File: src/rtl/univ_shift_reg.sv
// ---------------------------------------------------------------------------
// univ_shift_reg
//   Universal shift register with a built-in serialise burst engine.
//
//   In IDLE, the register is driven by a 3-bit mode select (hold, shift
//   right/left, parallel load, rotate right/left, clear). A start request
//   loads pin and runs a WIDTH-cycle burst. During the burst, sout_r presents
//   pin[0] .. pin[WIDTH-1], one bit per enabled cycle. done pulses for one
//   cycle when the burst completes.
//
//   Optional feature macro: USR_ROTATE_EN
//     defined   : modes 100/101 rotate right/left.
//     undefined : modes 100/101 hold q, and no rotate logic is built.
//
// Parameters
//   WIDTH     : register width, legal range 2..64.
//   RESET_VAL : value loaded into q on reset and on the clear mode.
//
// Ports
//   clk     in   clock; all state changes on the rising edge.
//   rst     in   synchronous active-high reset; overrides everything else.
//   en      in   clock enable; when low, q, state and cnt are frozen.
//   mode    in   [2:0] operation select, used only while idle.
//   pin     in   [WIDTH-1:0] parallel data in.
//   sin_r   in   serial in for right shift; enters at q[WIDTH-1].
//   sin_l   in   serial in for left shift; enters at q[0].
//   start   in   begin a serialise burst (idle only).
//   q       out  [WIDTH-1:0] register contents.
//   sout_r  out  q[0].
//   sout_l  out  q[WIDTH-1].
//   busy    out  high while a burst is in progress.
//   done    out  one-cycle pulse after the final burst cycle.
// ---------------------------------------------------------------------------
module univ_shift_reg #(
    parameter int               WIDTH     = 8,
    parameter logic [WIDTH-1:0] RESET_VAL = '0
) (
    input  logic             clk,
    input  logic             rst,
    input  logic             en,
    input  logic [2:0]       mode,
    input  logic [WIDTH-1:0] pin,
    input  logic             sin_r,
    input  logic             sin_l,
    input  logic             start,
    output logic [WIDTH-1:0] q,
    output logic             sout_r,
    output logic             sout_l,
    output logic             busy,
    output logic             done
);

    localparam int CNT_W = $clog2(WIDTH);
    localparam logic [CNT_W-1:0] CNT_LAST = CNT_W'(WIDTH - 1);

    localparam logic [2:0] M_HOLD  = 3'b000;
    localparam logic [2:0] M_SHR   = 3'b001;
    localparam logic [2:0] M_SHL   = 3'b010;
    localparam logic [2:0] M_LOAD  = 3'b011;
    localparam logic [2:0] M_ROR   = 3'b100;
    localparam logic [2:0] M_ROL   = 3'b101;
    localparam logic [2:0] M_CLR   = 3'b110;

    typedef enum logic {
        IDLE  = 1'b0,
        SHIFT = 1'b1
    } state_e;

    state_e           state_q, state_d;
    logic [CNT_W-1:0] cnt_q,   cnt_d;
    logic [WIDTH-1:0] q_q,     q_d;
    logic             done_q,  done_d;

    // -----------------------------------------------------------------------
    // Idle-mode datapath: the value q would take under the current mode.
    // -----------------------------------------------------------------------
    logic [WIDTH-1:0] mode_nxt;

    always_comb begin
        mode_nxt = q_q;
        case (mode)
            M_HOLD: mode_nxt = q_q;
            M_SHR:  mode_nxt = {sin_r, q_q[WIDTH-1:1]};
            M_SHL:  mode_nxt = {q_q[WIDTH-2:0], sin_l};
            M_LOAD: mode_nxt = pin;
`ifdef USR_ROTATE_EN
            M_ROR:  mode_nxt = {q_q[0], q_q[WIDTH-1:1]};
            M_ROL:  mode_nxt = {q_q[WIDTH-2:0], q_q[WIDTH-1]};
`endif
            M_CLR:  mode_nxt = RESET_VAL;
            // 111, plus 100/101 when rotation is not built, hold q.
            default: mode_nxt = q_q;
        endcase
    end

    // -----------------------------------------------------------------------
    // Next-state logic.
    // done_d defaults to 0 and is not gated by en, so a done pulse always
    // lasts exactly one clock, even when en drops right after the burst.
    // -----------------------------------------------------------------------
    always_comb begin
        state_d = state_q;
        cnt_d   = cnt_q;
        q_d     = q_q;
        done_d  = 1'b0;

        if (en) begin
            case (state_q)
                IDLE: begin
                    if (start) begin
                        // start wins over mode: capture the burst word.
                        q_d     = pin;
                        cnt_d   = '0;
                        state_d = SHIFT;
                    end else begin
                        q_d = mode_nxt;
                    end
                end
                SHIFT: begin
                    if (cnt_q != CNT_LAST) begin
                        q_d   = {sin_r, q_q[WIDTH-1:1]};
                        cnt_d = cnt_q + 1'b1;
                    end else begin
                        // The last bit has been presented for its cycle.
                        // Hold q and return to idle.
                        state_d = IDLE;
                        done_d  = 1'b1;
                    end
                end
                default: begin
                    state_d = IDLE;
                end
            endcase
        end
    end

    // -----------------------------------------------------------------------
    // State registers. Reset is synchronous and overrides en.
    // -----------------------------------------------------------------------
    always_ff @(posedge clk) begin
        if (rst) begin
            q_q     <= RESET_VAL;
            state_q <= IDLE;
            cnt_q   <= '0;
            done_q  <= 1'b0;
        end else begin
            q_q     <= q_d;
            state_q <= state_d;
            cnt_q   <= cnt_d;
            done_q  <= done_d;
        end
    end

    assign q      = q_q;
    assign sout_r = q_q[0];
    assign sout_l = q_q[WIDTH-1];
    assign busy   = (state_q == SHIFT);
    assign done   = done_q;

endmodule
File: config.mk
export PLATFORM = sky130hd
export DESIGN_NAME = univ_shift_reg
export DESIGN_NICKNAME = d
export VERILOG_FILES = /design/src/rtl/univ_shift_reg.sv
export SDC_FILE = /design/constraint.sdc
export NUM_CORES = 1
export LEC_CHECK = 0
export CAP_MARGIN = 20
export CORE_UTILIZATION = 45
export CTS_CLUSTER_DIAMETER = 80
export DETAILED_ROUTE_END_ITERATION = 8
export PLACE_DENSITY = 0.89
export SYNTH_ARGS = -nofsm -noshare
export SYNTH_HDL_FRONTEND = slang
export SYNTH_SLANG_ARGS = --single-unit
File: constraint.sdc
create_clock -name clk -period 1.9 [get_ports clk]
set_input_delay 0.38 -clock clk [delete_from_list [all_inputs] [get_ports clk]]
set_output_delay 0.38 -clock clk [all_outputs]
set_load 0.02 [all_outputs]
== Word-level counts from Yosys, hierarchy flattened ==
Index checks and enable logic that the tools add are counted.
Operators by class
  add/subtract/negate cells: 1
  eq/ne operators: 8
  muxes and demuxes: 11
  bitwise logic cells: 2
  reduce and logical (&&, ||, !) cells: 3
Operators with widths (number)
  8-bit case mux with 4 select lines: 1
  8-bit two-way mux: 2
  8-bit case mux with 2 select lines: 1
  3-bit by 2-bit == test with 1-bit output, second input constant: 2
  3-bit two-way mux: 2
  6-bit by 2-bit inequality test with 1-bit output, second input constant: 1
  3-bit case mux with 2 select lines: 1
  3-bit AND reduction: 2
  3-bit by 1-bit adder with 3-bit output, second input constant: 1
  3-bit by 1-bit == test with 1-bit output, second input constant: 1
  3-bit == test, second input constant: 1
  1-bit two-way mux: 3
  3-bit inequality test, second input constant: 1
  3-bit OR reduction: 1
  2-bit by 1-bit inequality test with 1-bit output, second input constant: 1
  2-bit inequality test, second input constant: 1
  1-bit NOT: 2
  1-bit case mux with 2 select lines: 1
Storage, ports and cells
  register bits after elaboration: 13
  input bits: 17
  output and inout bits: 12
  word-level logic and storage cells: 29

== Longest topological paths before layout ==
  depth in word-level cells: 4
  gate-level depth with buffers: 6
  gate-level depth less buffers: 6

== Least setup slack after synthesis ==
OpenSTA, ideal clock, no wires.
  kind: register to register
  from: reg cnt_q[0]
  to: reg q_q[6] (netlist: q[6])
  setup time: 92 ps
  arrival time: 1455 ps
  data required time: 1808 ps
  path slack: 352 ps
  cell stages (with the launch flop): 7
  path buffers: 1
  clock period less this slack: 1548 ps
  path through: dfxtp_1 -> ha_1 -> ha_1 -> a21boi_0 -> clkbuf_1 -> nand3_1 -> o32ai_1
Between the ends
  longest elaborated chain between the ends: 3
Ends and longest elaborated chain
  from (decl): RTL line 70  | logic [CNT_W-1:0] cnt_q, cnt_d;
  from (signal assigned): RTL line 149  | cnt_q <= cnt_d;
  3-bit inequality test: RTL line 120  | if (cnt_q != CNT_LAST) begin
  2-bit by 1-bit inequality test with 1-bit output (no line)
  3-bit AND reduction (no line)
  to (signal assigned): RTL line 147  | q_q <= q_d;
  to (decl): RTL line 71  | logic [WIDTH-1:0] q_q, q_d;
No other way between the ends.
A chain may end at the register's enable or synchronous reset.

== Worst setup path in the final report ==
  from: reg state_q (netlist: busy)
  to: out busy
RTL lines
  from (decl): RTL line 69  | state_e state_q, state_d;
  from (signal assigned): RTL line 148  | state_q <= state_d;
  to (decl): RTL line 49  | output logic busy,
No word-level cell between the ends.

==> results.ini <==
[route]
via_per_inst=5.846
drc=0
first_pass_iters=4
wl_per_cell_um=13.87
drtAntennaViolNets=0
drtIter0Drc=41
routed_wl_mm=2.344
num_vias=988

[floorplanning]
start_util_pct=49.61
die_y_um=46.34
dieArea_um2=2147
die_w_um=46.34
num_rows=15
io_pins=29
core_area_um2=1783

[pwr]
p_leak_nw=0.4556
total_power_uw=730.3
powerDensity_nw_per_um2=593.2
vdd_drop_max_mv=0.4194

[setup_path]
critPathTopFamily=buffers and inverters
slowest_delay_ns=0.66
cp-end-kind=output pin
cp-start-kind=flip-flop
crit_buf_inv=1
criticalPathCategory=flip-flop to output pin
crit_fanout=9
reg2reg_slack_ns=0.25
crit_arrival_ns=1.43
required_ns=1.52
crit_chain=clkdlybuf4s50_1
critPathSlowestCell=clkdlybuf4s50_1

[timing]
tns_ns=0
setup_violations=0
finClkSkew_ns=0.01400
period_minus_slack_ns=1.813
slew_headroom_pct=65.23
period_share_pct=95.42
worst_slew_pin_slew_ns=0.5199
rsz0062_at_grt=false
hold_viol=0
slew_viol_final=0
timing.fmax_mhz=551.6

[clock_network]
cts_tree=yes
cts_hold_buf=0
cts_buffer_depth=2
path_clk_slew_ns=0.07
h-tree-depth=1
clk_latency_ns=0.30
cts_resized=0
cts_root_buf=clkbuf_4
cts-buffers-inserted=3
clkSinkCount=13
cts_setup_buffers=0

[job]
maxCapViolCount=0

[final_layout]
post-route-util_pct=69.05
diodes=0
post_route_cells_drive_above_1_share_pct=11.11
layout_commonest_cell=clkdlybuf4s50_1
syn2layout_area_growth_pct=39.18
nets=164
final_cell_mix=clkdlybuf4s50_1, nand2_1, dfxtp_1

[yosys]
yosys_warnings=0
synth.cell_area_um2=884.6
synth_area_per_cell_um2=7.760
ys_types=26
syn_nets=133
ys_ff_latch=13
yosysSeqAreaShare_pct=29.42
synth_cells=114

[global_routing]
track_usage_pct=25.34
grt-ovfl-total=0
grt_pass1_wl_mm=3.912
grt_pass1_vias=928
grt_max_degree=19
antenna_found_initial=0

[hold_path]
hold_class=flip-flop to flip-flop

[run_status]
status=completed

[placement]
gp_congestion=0.8360
port_buffers=28
hpwlAfterDp_mm=1.719

routing by layer:
layer	GRT usage (%)	wire, um	vias to the layer above
met5	0	0	-
met2	41.67	1112	42
met3	5.098	108	6
li1	-	-	486
met1	30.50	1074	454
met4	13.53	48	0
final timing paths:
kind                    startpoint                     to  cells after the start
max              busy$_SDFFE_PP0P_                   busy                      1
min          cnt_q[0]$_SDFFE_PP0P_  cnt_q[0]$_SDFFE_PP0P_                      2
max reg2reg  cnt_q[0]$_SDFFE_PP0P_      q[0]$_SDFFE_PP0P_                      6
min reg2reg  cnt_q[0]$_SDFFE_PP0P_  cnt_q[0]$_SDFFE_PP0P_                      2
cell families (layout without fill, tap and decap cells):
kind of cell	count (synthesis)	after routing	synth area share, %
compound gates	41	41	34.65
fa+ha+maj	2	2	2.828
buf+inv	21	51	11.74
flops	13	13	29.42
simple gates	37	37	21.36
final cells by class:
cell class | count | area, um2
Clock buffer | 4 | 26.28
Fill cell | 156 | 551.8
Inverter | 8 | 30.03
Multi-Input combinational cell | 80 | 520.5
Sequential cell | 13 | 260.3
Tap cell | 25 | 31.28
Timing Repair Buffer | 39 | 362.8
flip-flops by register name, summed over array words and instances, names as in the netlist:
register	cells
busy	1
cnt_q	3
done	1
q	8
synth_stat cells:
master	count	share of area, %
o32ai_1	7	6.9
buf_2	2	1.1
nand3_1	7	4.0
a311oi_1	1	0.99
nand3b_1	2	1.7
clkbuf_1	6	2.5
nand2b_1	1	0.71
nand2_1	13	5.5
buf_6	2	2.5
nor3b_1	1	0.85
dfxtp_1	13	29
a21boi_0	1	0.85
nor2_1	10	4.2
nor4b_4	1	2.7
and2_4	1	0.99
a32oi_1	2	2.0
buf_1	1	0.42
or2_0	1	0.71
a211oi_1	7	5.9
a221o_1	8	9.1
inv_1	8	3.4
ha_1	2	2.8
a211o_1	1	0.99
a21oi_1	11	6.2
o21ai_0	3	1.7
buf_4	2	1.7
power by group:
part	switching [mW]	total, mW	internal, mW
Sequential	0.0188	0.308	0.289
Combinational	0.118	0.240	0.123
Clock	0.100	0.182	0.0819
metrics by stage:
| stage | area, um2 | hold slack (ns) | cells | worst slack (ns) |
|---|---|---|---|---|
| CTS | 1231 | 0.4754 | 169 | 0.07719 |
| global route | 1231 | 0.5095 | 169 | 0.02455 |
| finish | 1231 | 0.4766 | 169 | 0.08694 |
| global placement | 1205 | 0.4505 | 165 | -0.05634 |
| floorplan | 884.6 | 0.4440 | 114 | 0.3522 |
| detailed placement | 1205 | 0.4660 | 165 | -0.1322 |
(Power assumes the default switching activity.)
